===== config.mk =====
export PLATFORM = sky130hd
export DESIGN_NAME = line_window_ctrl_flat
export DESIGN_NICKNAME = d
export VERILOG_FILES = /design/src/rtl/line_window_ctrl_if.sv /design/src/rtl/line_window_ctrl.sv /design/src/flat_wrapper.sv
export SDC_FILE = /design/constraint.sdc
export NUM_CORES = 1
export LEC_CHECK = 0
export CELL_PAD_IN_SITES_DETAIL_PLACEMENT = 0
export CELL_PAD_IN_SITES_GLOBAL_PLACEMENT = 2
export CORE_UTILIZATION = 27
export CTS_CLUSTER_DIAMETER = 150
export DETAILED_ROUTE_END_ITERATION = 10
export GPL_TIMING_DRIVEN = 0
export HOLD_SLACK_MARGIN = 0.02
export PLACE_DENSITY = 0.86
export RECOVER_POWER = 25
export SYNTH_ARGS = -nofsm -noshare
export SYNTH_HDL_FRONTEND = slang
export SYNTH_SLANG_ARGS = --single-unit
export TNS_END_PERCENT = 100

===== constraint.sdc =====
create_clock -name clk_i -period 4.4 [get_ports clk_i]
set_clock_uncertainty 0.05 [all_clocks]
set_input_delay 0.88 -clock clk_i [delete_from_list [all_inputs] [get_ports clk_i]]
set_output_delay 0.88 -clock clk_i [all_outputs]
set_load 0.02 [all_outputs]

===== src/rtl/line_window_ctrl_if.sv =====
// AXI4-Stream bundle used on the video input and window output.
// tuser marks start of frame, tlast marks end of line.
interface axi4_stream_if #(
    parameter int DW = 32
);
    logic [DW-1:0] tdata;
    logic          tvalid;
    logic          tready;
    logic          tlast;
    logic          tuser;

    modport master (
        output tdata, tvalid, tlast, tuser,
        input  tready
    );

    modport slave (
        input  tdata, tvalid, tlast, tuser,
        output tready
    );
endinterface


===== src/rtl/line_window_ctrl.sv =====
// Steers video lines round-robin into a bank of line buffers and joins
// their replayed lines into one column-wide window stream.
module line_window_ctrl #(
    parameter int N_LINES     = 3,
    parameter int TDATA_WIDTH = 32
) (
    input  logic                           clk_i,
    input  logic                           rst_i,
    axi4_stream_if.slave                   video_i,
    axi4_stream_if.master                  video_o,
    output logic [TDATA_WIDTH-1:0]         wr_tdata_o,
    output logic                           wr_tlast_o,
    output logic                           wr_tuser_o,
    output logic [N_LINES-1:0]             wr_tvalid_o,
    input  logic [N_LINES-1:0]             wr_tready_i,
    input  logic [N_LINES-1:0]             buf_unread_i,
    output logic [N_LINES-1:0]             buf_pop_o,
    output logic [N_LINES-1:0]             buf_flush_o,
    input  logic [N_LINES*TDATA_WIDTH-1:0] rd_tdata_i,
    input  logic [N_LINES-1:0]             rd_tvalid_i,
    input  logic [N_LINES-1:0]             rd_tlast_i,
    output logic [N_LINES-1:0]             rd_tready_o,
    output logic                           err_o
);
    localparam int W  = TDATA_WIDTH;
    localparam int IW = $clog2(N_LINES);

    typedef logic [IW-1:0] idx_t;
    localparam idx_t LAST = idx_t'(N_LINES - 1);

    typedef enum logic [2:0] {
        S_FILL,
        S_WAIT,
        S_POP,
        S_STREAM,
        S_FLUSH
    } state_t;

    state_t state;
    idx_t   wr_sel;
    idx_t   oldest;
    idx_t   last_flushed;
    logic   primed;
    logic   sof_pending;

    logic   in_acc;
    logic   restart;
    logic   take;
    logic   mismatch;
    int     lane_src;

    logic [N_LINES*W-1:0] lane_data;
    logic [N_LINES-1:0]   lane_last;

    // Index arithmetic wraps explicitly so non power-of-two banks work.
    function automatic idx_t wrap_inc(idx_t i);
        return (i == LAST) ? '0 : i + idx_t'(1);
    endfunction

    function automatic logic [N_LINES-1:0] onehot(idx_t i);
        logic [N_LINES-1:0] v;
        v    = '0;
        v[i] = 1'b1;
        return v;
    endfunction

    assign wr_tdata_o     = video_i.tdata;
    assign wr_tlast_o     = video_i.tlast;
    assign wr_tuser_o     = video_i.tuser;
    assign video_i.tready = wr_tready_i[wr_sel];

    always_comb begin
        wr_tvalid_o         = '0;
        wr_tvalid_o[wr_sel] = video_i.tvalid;
    end

    assign in_acc  = video_i.tvalid & video_i.tready;
    assign restart = in_acc & video_i.tuser;

    // Lane k reads buffer (oldest + k) so lane 0 is always the oldest line.
    always_comb begin
        lane_data = '0;
        lane_last = '0;
        lane_src  = 0;
        for (int k = 0; k < N_LINES; k++) begin
            lane_src = int'(oldest) + k;
            if (lane_src >= N_LINES) begin
                lane_src = lane_src - N_LINES;
            end
            lane_data[k*W +: W] = rd_tdata_i[lane_src*W +: W];
            lane_last[k]        = rd_tlast_i[lane_src];
        end
    end

    assign mismatch = |(lane_last ^ {N_LINES{lane_last[0]}});

    assign take = (state == S_STREAM) && (&rd_tvalid_i) &&
                  (!video_o.tvalid || video_o.tready);

    assign rd_tready_o = {N_LINES{take}};

    always_ff @(posedge clk_i or negedge rst_i) begin
        if (!rst_i) begin
            state          <= S_FILL;
            wr_sel         <= '0;
            oldest         <= '0;
            last_flushed   <= '0;
            primed         <= 1'b0;
            sof_pending    <= 1'b1;
            video_o.tvalid <= 1'b0;
            video_o.tdata  <= '0;
            video_o.tlast  <= 1'b0;
            video_o.tuser  <= 1'b0;
            buf_pop_o      <= '0;
            buf_flush_o    <= '0;
            err_o          <= 1'b0;
        end else begin
            buf_pop_o   <= '0;
            buf_flush_o <= '0;
            err_o       <= 1'b0;

            if (video_o.tready) begin
                video_o.tvalid <= 1'b0;
            end

            if (in_acc && video_i.tlast) begin
                wr_sel <= wrap_inc(wr_sel);
            end

            unique case (state)
                S_FILL: begin
                    if (&buf_unread_i) begin
                        state     <= S_POP;
                        primed    <= 1'b1;
                        buf_pop_o <= '1;
                    end
                end
                S_WAIT: begin
                    if (primed && buf_unread_i[last_flushed]) begin
                        state     <= S_POP;
                        buf_pop_o <= '1;
                    end
                end
                S_POP: begin
                    state <= S_STREAM;
                end
                S_STREAM: begin
                    if (take) begin
                        video_o.tvalid <= 1'b1;
                        video_o.tdata  <= lane_data;
                        video_o.tlast  <= lane_last[0];
                        video_o.tuser  <= sof_pending;
                        sof_pending    <= 1'b0;
                        err_o          <= mismatch;
                        if (lane_last[0]) begin
                            state       <= S_FLUSH;
                            buf_flush_o <= onehot(oldest);
                        end
                    end
                end
                S_FLUSH: begin
                    last_flushed <= oldest;
                    oldest       <= wrap_inc(oldest);
                    state        <= S_WAIT;
                end
                default: begin
                    state <= S_FILL;
                end
            endcase

            // A new frame overrides whatever else happened this cycle.
            if (restart) begin
                state          <= S_FILL;
                primed         <= 1'b0;
                oldest         <= '0;
                last_flushed   <= '0;
                sof_pending    <= 1'b1;
                video_o.tvalid <= 1'b0;
                video_o.tlast  <= 1'b0;
                video_o.tuser  <= 1'b0;
                buf_pop_o      <= '0;
                buf_flush_o    <= '0;
                err_o          <= 1'b0;
                wr_sel         <= video_i.tlast ? idx_t'(1) : '0;
            end
        end
    end
endmodule


===== src/flat_wrapper.sv =====
// flat-port wrapper written by rule: the top's interface ports become plain ports
module line_window_ctrl_flat 
#(
    parameter int N_LINES     = 3,
    parameter int TDATA_WIDTH = 32
)
  (clk_i, rst_i, wr_tdata_o, wr_tlast_o, wr_tuser_o, wr_tvalid_o, wr_tready_i, buf_unread_i, buf_pop_o, buf_flush_o, rd_tdata_i, rd_tvalid_i, rd_tlast_i, rd_tready_o, err_o, video_i_tdata, video_i_tvalid, video_i_tlast, video_i_tuser, video_i_tready, video_o_tdata, video_o_tvalid, video_o_tlast, video_o_tuser, video_o_tready);
  axi4_stream_if #(.DW((32))) video_i_i ();
  axi4_stream_if #(.DW((3)*(32))) video_o_i ();
  input  logic clk_i;
  input  logic rst_i;
  output logic [TDATA_WIDTH-1:0] wr_tdata_o;
  output logic wr_tlast_o;
  output logic wr_tuser_o;
  output logic [N_LINES-1:0] wr_tvalid_o;
  input  logic [N_LINES-1:0] wr_tready_i;
  input  logic [N_LINES-1:0] buf_unread_i;
  output logic [N_LINES-1:0] buf_pop_o;
  output logic [N_LINES-1:0] buf_flush_o;
  input  logic [N_LINES*TDATA_WIDTH-1:0] rd_tdata_i;
  input  logic [N_LINES-1:0] rd_tvalid_i;
  input  logic [N_LINES-1:0] rd_tlast_i;
  output logic [N_LINES-1:0] rd_tready_o;
  output logic err_o;
  input wire logic [$bits(video_i_i.tdata)-1:0] video_i_tdata;
  input wire logic [$bits(video_i_i.tvalid)-1:0] video_i_tvalid;
  input wire logic [$bits(video_i_i.tlast)-1:0] video_i_tlast;
  input wire logic [$bits(video_i_i.tuser)-1:0] video_i_tuser;
  output wire logic [$bits(video_i_i.tready)-1:0] video_i_tready;
  output wire logic [$bits(video_o_i.tdata)-1:0] video_o_tdata;
  output wire logic [$bits(video_o_i.tvalid)-1:0] video_o_tvalid;
  output wire logic [$bits(video_o_i.tlast)-1:0] video_o_tlast;
  output wire logic [$bits(video_o_i.tuser)-1:0] video_o_tuser;
  input wire logic [$bits(video_o_i.tready)-1:0] video_o_tready;
  assign video_i_i.tdata = video_i_tdata;
  assign video_i_i.tvalid = video_i_tvalid;
  assign video_i_i.tlast = video_i_tlast;
  assign video_i_i.tuser = video_i_tuser;
  assign video_i_tready = video_i_i.tready;
  assign video_o_tdata = video_o_i.tdata;
  assign video_o_tvalid = video_o_i.tvalid;
  assign video_o_tlast = video_o_i.tlast;
  assign video_o_tuser = video_o_i.tuser;
  assign video_o_i.tready = video_o_tready;
  line_window_ctrl #(.N_LINES(N_LINES), .TDATA_WIDTH(TDATA_WIDTH)) u_core (.clk_i(clk_i), .rst_i(rst_i), .video_i(video_i_i), .video_o(video_o_i), .wr_tdata_o(wr_tdata_o), .wr_tlast_o(wr_tlast_o), .wr_tuser_o(wr_tuser_o), .wr_tvalid_o(wr_tvalid_o), .wr_tready_i(wr_tready_i), .buf_unread_i(buf_unread_i), .buf_pop_o(buf_pop_o), .buf_flush_o(buf_flush_o), .rd_tdata_i(rd_tdata_i), .rd_tvalid_i(rd_tvalid_i), .rd_tlast_i(rd_tlast_i), .rd_tready_o(rd_tready_o), .err_o(err_o));
endmodule

==> results of run 1 <==
==> final cells by class <==
| class | instances | area [sq um] |
|---|---|---|
| buffer | 97 | 662 |
| clock inverter | 11 | 150 |
| timing repair buffer | 261 | 2610 |
| multi-input combinational | 509 | 3540 |
| clock buffer | 21 | 470 |
| tap | 330 | 413 |
| inverter | 4 | 20.0 |
| sequential | 115 | 2880 |
| fill | 2492 | 14700 |
==> cell families (layout without fill, tap and decap cells) <==
group | after synthesis | count (layout) | synth area share
AO/OA/AOI/OAI | 212 | 212 | 0.208
XOR/XNOR | 1 | 1 | 0.00123
adder cells (fa/ha/maj) | 7 | 7 | 0.0123
buffers and inverters | 101 | 394 | 0.0960
flip-flops | 115 | 115 | 0.405
multiplexers | 103 | 103 | 0.157
AND/OR/NAND/NOR | 186 | 186 | 0.121
==> state kept, by name (all words and copies together), names as in the netlist <==
signal	cells
u_core.buf_flush_o	3
u_core.buf_pop_o	1
u_core.err_o	1
u_core.last_flushed	2
u_core.oldest	2
u_core.primed	1
u_core.sof_pending	1
u_core.state	3
u_core.video_o.tdata	96
u_core.video_o.tlast	1
u_core.video_o.tuser	1
u_core.video_o.tvalid	1
u_core.wr_sel	2
==> worst max-delay path by stage <==
| stage | end | slack [ns] | depth (start not counted) | from |
|---|---|---|---|---|
| floorplan | rd_tready_o[0] | 1.93 | 4 | rd_tvalid_i[1] |
| global placement | u_core.video_o.tdata[20]$_DFFE_PN0P_ | -2.49 | 1 | rst_i |
| detailed placement | rd_tready_o[1] | 0.71 | 6 | rd_tvalid_i[1] |
| CTS | rd_tready_o[0] | 0.71 | 6 | rd_tvalid_i[1] |
| global route | rd_tready_o[1] | 0.66 | 6 | rd_tvalid_i[1] |
| finish | rd_tready_o[0] | 0.75 | 6 | rd_tvalid_i[1] |
==> layer usage <==
| metal | global-route usage | wire length [microns] |
|---|---|---|
| met4 | 0.0547 | 325 |
| met3 | 0.0528 | 2130 |
| met5 | 0 | 0 |
| met1 | 0.277 | 12200 |
| met2 | 0.327 | 12700 |
==> power breakdown <==
| group | total [mW] | internal, mW | switching, mW |
|---|---|---|---|
| Combinational | 2.93 | 1.38 | 1.55 |
| Sequential | 1.81 | 1.52 | 0.295 |
| Clock | 1.48 | 0.940 | 0.542 |
==> cell usage in the layout, fill, tap and decap left out, drive strengths merged, types with 2 or more instances in the layout <==
master | Yosys | routed
clkinvlp | 0 | 2
nand2 | 110 | 110
clkbuf | 18 | 40
nor3 | 2 | 2
inv | 4 | 6
a22oi | 54 | 54
and4b | 2 | 2
mux2i | 37 | 37
mux2 | 66 | 66
and3b | 2 | 2
a21oi | 47 | 47
buf | 79 | 80
nand3b | 2 | 2
nand3 | 3 | 3
nand2b | 2 | 2
and3 | 2 | 2
clkinv | 0 | 4
o22ai | 3 | 3
a22o | 3 | 3
bufinv | 0 | 3
clkdlybuf4s50 | 0 | 259
nor3b | 14 | 14
dfrtp | 114 | 114
o21ai | 97 | 97
ha | 7 | 7
nor2 | 42 | 42
nor2b | 2 | 2
==> metrics by stage <==
stage	setup WS, ns	cell area (sq um)
after global placement	-2.49	10100
after global routing	0.657	10700
after CTS	0.711	10800
after detailed placement	0.713	10100
after floorplan	1.93	7100
final	0.748	10700
==> impl_metrics.tcl, run 1 <==
set metrics [dict create \
    tritoncts "done" \
    r2r_start "u_core.oldest[1]$_DFFE_PN0P_" \
    setup_viol 0 \
    worstSkewPairLatency_ns 0.41 \
    port_buffers 260 \
    path_buf_inv 4 \
    cts_setup_buffers 0 \
    hold_viol_final 0 \
    worstPathMaxFanout 11 \
    synth.yosys.seq_area_share 0.405 \
    vias 6583 \
    synth_area_sq_mm 0.00710 \
    max-slew-margin-rel -0.0724 \
    area.growth.synth_to_final_pct 51.3 \
    synth_top_cell_by_area "dfrtp_1" \
    start_kind "input port" \
    layout-drive-gt1-share 0.243 \
    die_width_microns 164 \
    nNetsFinal 1158 \
    dp_hpwl_mm 20.0 \
    status "finished, violations left" \
    endpoint_kind "primary output" \
    rsz0062_at_grt "no" \
    clockBufferDepth 2 \
    power_density_mw_per_mm2 579 \
    grt_overflow 0 \
    fmax_mhz 274 \
    dr.pass1.iters 5 \
    wl_per_cell_microns 20.3 \
    htree_levels 4 \
    critical_path_class "in -> out" \
    avgSynthCellArea_sq_um 9.80 \
    r2r_cells 8 \
    dpl.cell_count 1316 \
    cts_buffers 17 \
    fin_tns_setup_ns 0 \
    grt_usage 0.206 \
    ys_types 45 \
    syn_inst 725 \
    clkTransAtPathRegs_ns 0.06 \
    grt_pass1_wl_mm 40.6 \
    synthTopCellsByArea "dfrtp_1, mux2_2, o21ai_2, a22oi_1, nand2_1" \
    crit_top_cell "clkdlybuf4s50_1" \
    antenna_cells 0 \
    fin_crit_ns 3.65 \
    maxCapViolCount 1 \
    core-area_sq_mm 0.0255 \
    drt_iter0_drc 326 \
    totalPowerFinal_mw 6.22 \
    r2r_end "u_core.video_o.tdata[49]$_DFFE_PN0P_" \
    drt_wl_total_mm 27.4 \
    globalplace.congestion 0.774 \
    syn_nets 878 \
    async_flop_share 1.00 \
    synthFlopType "dfrtp_1" \
    synth.most_common_cell "dfrtp_1" \
    antenna_found_initial 0 \
    crit_path_max_incr_delay_ns 0.59 \
    grt_pass1_vias 6575 \
    ios 293 \
    drc 0 \
    fp.dieH_microns 164 \
    via_per_inst 4.88 \
    grt_max_degree 60 \
    power.leakage_nw 4.49 \
    finalCritPeriodShare 0.830 \
    cts_resized 0 \
    holdWs_ns 0.372 \
    cp_cell_sequence "clkdlybuf4s50_1 -> and4b_1 -> nand4_4 -> inv_6 -> buf_4 -> clkdlybuf4s50_1" \
    stdcell_count 1348 \
    final_antenna_net_count 0 \
    critPathArrivalTime_ns 2.72 \
    die_area_sq_mm 0.0270 \
    r2r_slack_ns 1.79 \
    yosysWarningCount 0 \
    critPathTopFamily "buffers and inverters" \
    synth_edf_count 0 \
    yosys_register_bits 115 \
    netlist_top_cells_count "dfrtp_1, nand2_1, mux2_2" \
    initial_core_util 0.279 \
    hold_path_class "in -> async" \
    cts.sinks 115 \
    failed_checks "max-capacitance violations, max-slew violations" \
    utilization 0.422 \
    tightestPinTransition_ns 1.61 \
    required_ns 3.47 \
    slew_viol_final 60 \
    synth_top_area_frac 0.402 \
    ctsHoldBuffers 0 \
    cpMaxStageDelayCell "clkdlybuf4s50_1" \
    cts_root_buf "clkbuf_16" \
    peakVddDrop_v 0.000312 \
    row_count 58 \
]
No activity file was read; power rests on OpenSTA's default activity.
==> inputs of run 2 (changes only) <==
- CORE_UTILIZATION: 27 -> 23
- PLACE_DENSITY: 0.86 -> 0.78
- clock period: 4.4 -> 3.12 ns (I/O delays scaled with it)
==> run 2 against run 1 <==
  * The flow still finishes with violations (max-capacitance violations, max-slew violations)
  * Cell count rose by 4.5%
  * Non-clock buffer count rose by 1
  * Critical endpoint is now rd_tready_o[2]
  * Sequential power rose by 40%
  * Utilization fell by 6.2 points
  * Die area rose by 17%
  * Worst setup slack got worse by 0.63 ns
  * Global-route usage fell by 2.0 points
  * Highest routed layer is now met5
  * Critical path depth did not move
  * Total power rose by 41%
  * Clock power rose by 38%
  * Sequential share of layout area fell by 0.13 points
==> impl_metrics.tcl, run 2 (synthesis results as in run 1) <==
set metrics [dict create \
    grt_usage 0.186 \
    antenna_cells 0 \
    crit_start "rd_tvalid_i[1]" \
    largest_reg_flops 96 \
    r2r_start "u_core.oldest[1]$_DFFE_PN0P_" \
    dr.pass1.iters 4 \
    power_density_mw_per_mm2 810 \
    clockBufferDepth 2 \
    die_area_sq_mm 0.0316 \
    ctsHoldBuffers 0 \
    fin_ws_ns 0.123 \
    critical_path_class "in -> out" \
    slew_viol_final 57 \
    final_cell_mix "clkdlybuf4s50_1, dfrtp_1, nand2_1, mux2_2, o21ai_2" \
    r2r_end "u_core.video_o.tdata[91]$_DFFE_PN0P_" \
    post-place-ws_ns -0.0576 \
    fin_tns_setup_ns 0 \
    area.growth.synth_to_final_pct 52.0 \
    failed_checks "max-capacitance violations, max-slew violations" \
    layout-drive-gt1-share 0.244 \
    tightestPinTransition_ns 1.54 \
    r2r_slack_ns 0.41 \
    power.leakage_nw 4.48 \
    globalplace.congestion 0.775 \
    final_antenna_net_count 0 \
    crit_top_cell "clkdlybuf4s50_1" \
    holdWs_ns 0.411 \
    regMostFlops "u_core.video_o.tdata" \
    clkTransAtPathRegs_ns 0.06 \
    drt_iter0_drc 322 \
    port_buffers 260 \
    worstSkewPairLatency_ns 0.42 \
    max-slew-margin-rel -0.0237 \
    status "finished, violations left" \
    fillCellCount 3098 \
    r2r_cells 7 \
    final_area_sq_mm 0.0108 \
    row_count 63 \
    dpl.cell_count 1376 \
    cts.sinks 115 \
    hold_path_class "reg -> reg" \
    multi_input_area_sq_mm 0.00354 \
    worstPathMaxFanout 11 \
    maxCapViolCount 1 \
    drc 0 \
    crit_path_max_incr_delay_ns 0.59 \
    grt_overflow 0 \
    grt_pass1_vias 6598 \
    vias 6587 \
    via_per_inst 4.67 \
    endpoint_kind "primary output" \
    layout_commonest_cell "clkdlybuf4s50_1" \
    core-area_sq_mm 0.0300 \
    required_ns 2.45 \
    place_area_sq_mm 0.0102 \
    initial_core_util 0.237 \
    stdcell_count 1409 \
    antenna_found_initial 1 \
    die_width_microns 178 \
    utilization 0.360 \
    critPathArrivalTime_ns 2.32 \
    drt_wl_total_mm 29.1 \
    finalCritPeriodShare 0.961 \
    fp.dieH_microns 178 \
    htree_levels 4 \
    dp_hpwl_mm 21.3 \
    fmax_mhz 334 \
    reg.largest.list "u_core.video_o.tdata (96), u_core.buf_flush_o (3), u_core.state (3)" \
    wl_per_cell_microns 20.6 \
    rsz0062_at_grt "no" \
    ios 293 \
    critPathCapture "rd_tready_o[2]" \
    layout.area.seq_sq_mm 0.00288 \
    cpMaxStageDelayCell "clkdlybuf4s50_1" \
    fin_crit_ns 3.00 \
    cts_root_buf "clkbuf_16" \
    setup_viol 0 \
    grt_pass1_wl_mm 42.6 \
    cp_cell_sequence "clkdlybuf4s50_1 -> and4b_1 -> nand4_4 -> inv_8 -> buf_4 -> clkdlybuf4s50_1" \
    totalPowerFinal_mw 8.74 \
    start_kind "input port" \
    cts_buffers 17 \
    nNetsFinal 1159 \
    peakVddDrop_v 0.000359 \
    grt_max_degree 61 \
    tritoncts "done" \
    hold_viol_final 0 \
    min_from "u_core.sof_pending$_DFFE_PN1P_" \
]
==> run 2: worst min-delay path by stage <==
stage / endpoint / depth (start not counted)
2_1_floorplan: u_core.buf_flush_o[0]$_DFF_PN0_ / 0
3_3_place_gp: u_core.sof_pending$_DFFE_PN1P_ / 2
3_5_place_dp: u_core.sof_pending$_DFFE_PN1P_ / 2
4_1_cts: u_core.wr_sel[1]$_DFFE_PN0P_ / 1
5_1_grt: u_core.sof_pending$_DFFE_PN1P_ / 2
6_report: u_core.sof_pending$_DFFE_PN1P_ / 2
==> run 2: per-layer routing <==
metal | track usage | vias to the layer above | routed length (microns)
li1 | - | 3111 | -
met1 | 0.246 | 3226 | 13100
met2 | 0.301 | 219 | 13600
met3 | 0.0471 | 29 | 1890
met4 | 0.0491 | 2 | 470
met5 | 0 | - | 13
==> run 2: cell type report <==
cell class / count / share of cell area
plain buffers: 97 / 0.0613
clock buffers: 18 / 0.0407
clock inverters: 14 / 0.0143
inverters: 4 / 0.00209
multi-input cells: 509 / 0.328
flip-flops and latches: 115 / 0.267
well taps: 390 / 0.0452
repair buffers: 262 / 0.242
==> run 2: report_power, final <==
group | internal, mW | total, mW | switching (mW)
Sequential | 2.14 | 2.54 | 0.401
Clock | 1.21 | 2.04 | 0.837
Combinational | 1.95 | 4.16 | 2.22
Total | 5.29 | 8.74 | 3.45
==> run 2: critical path: cells and delay by family <==
kind	cells	cell delay, ns
simple gates	2	0.41
buf+inv	4	1.29
==> run 2: what timing repair did <==
item,CTS,global route
buffers inserted,1,0
setup endpoints to repair,3,0
gates resized for setup,1,0
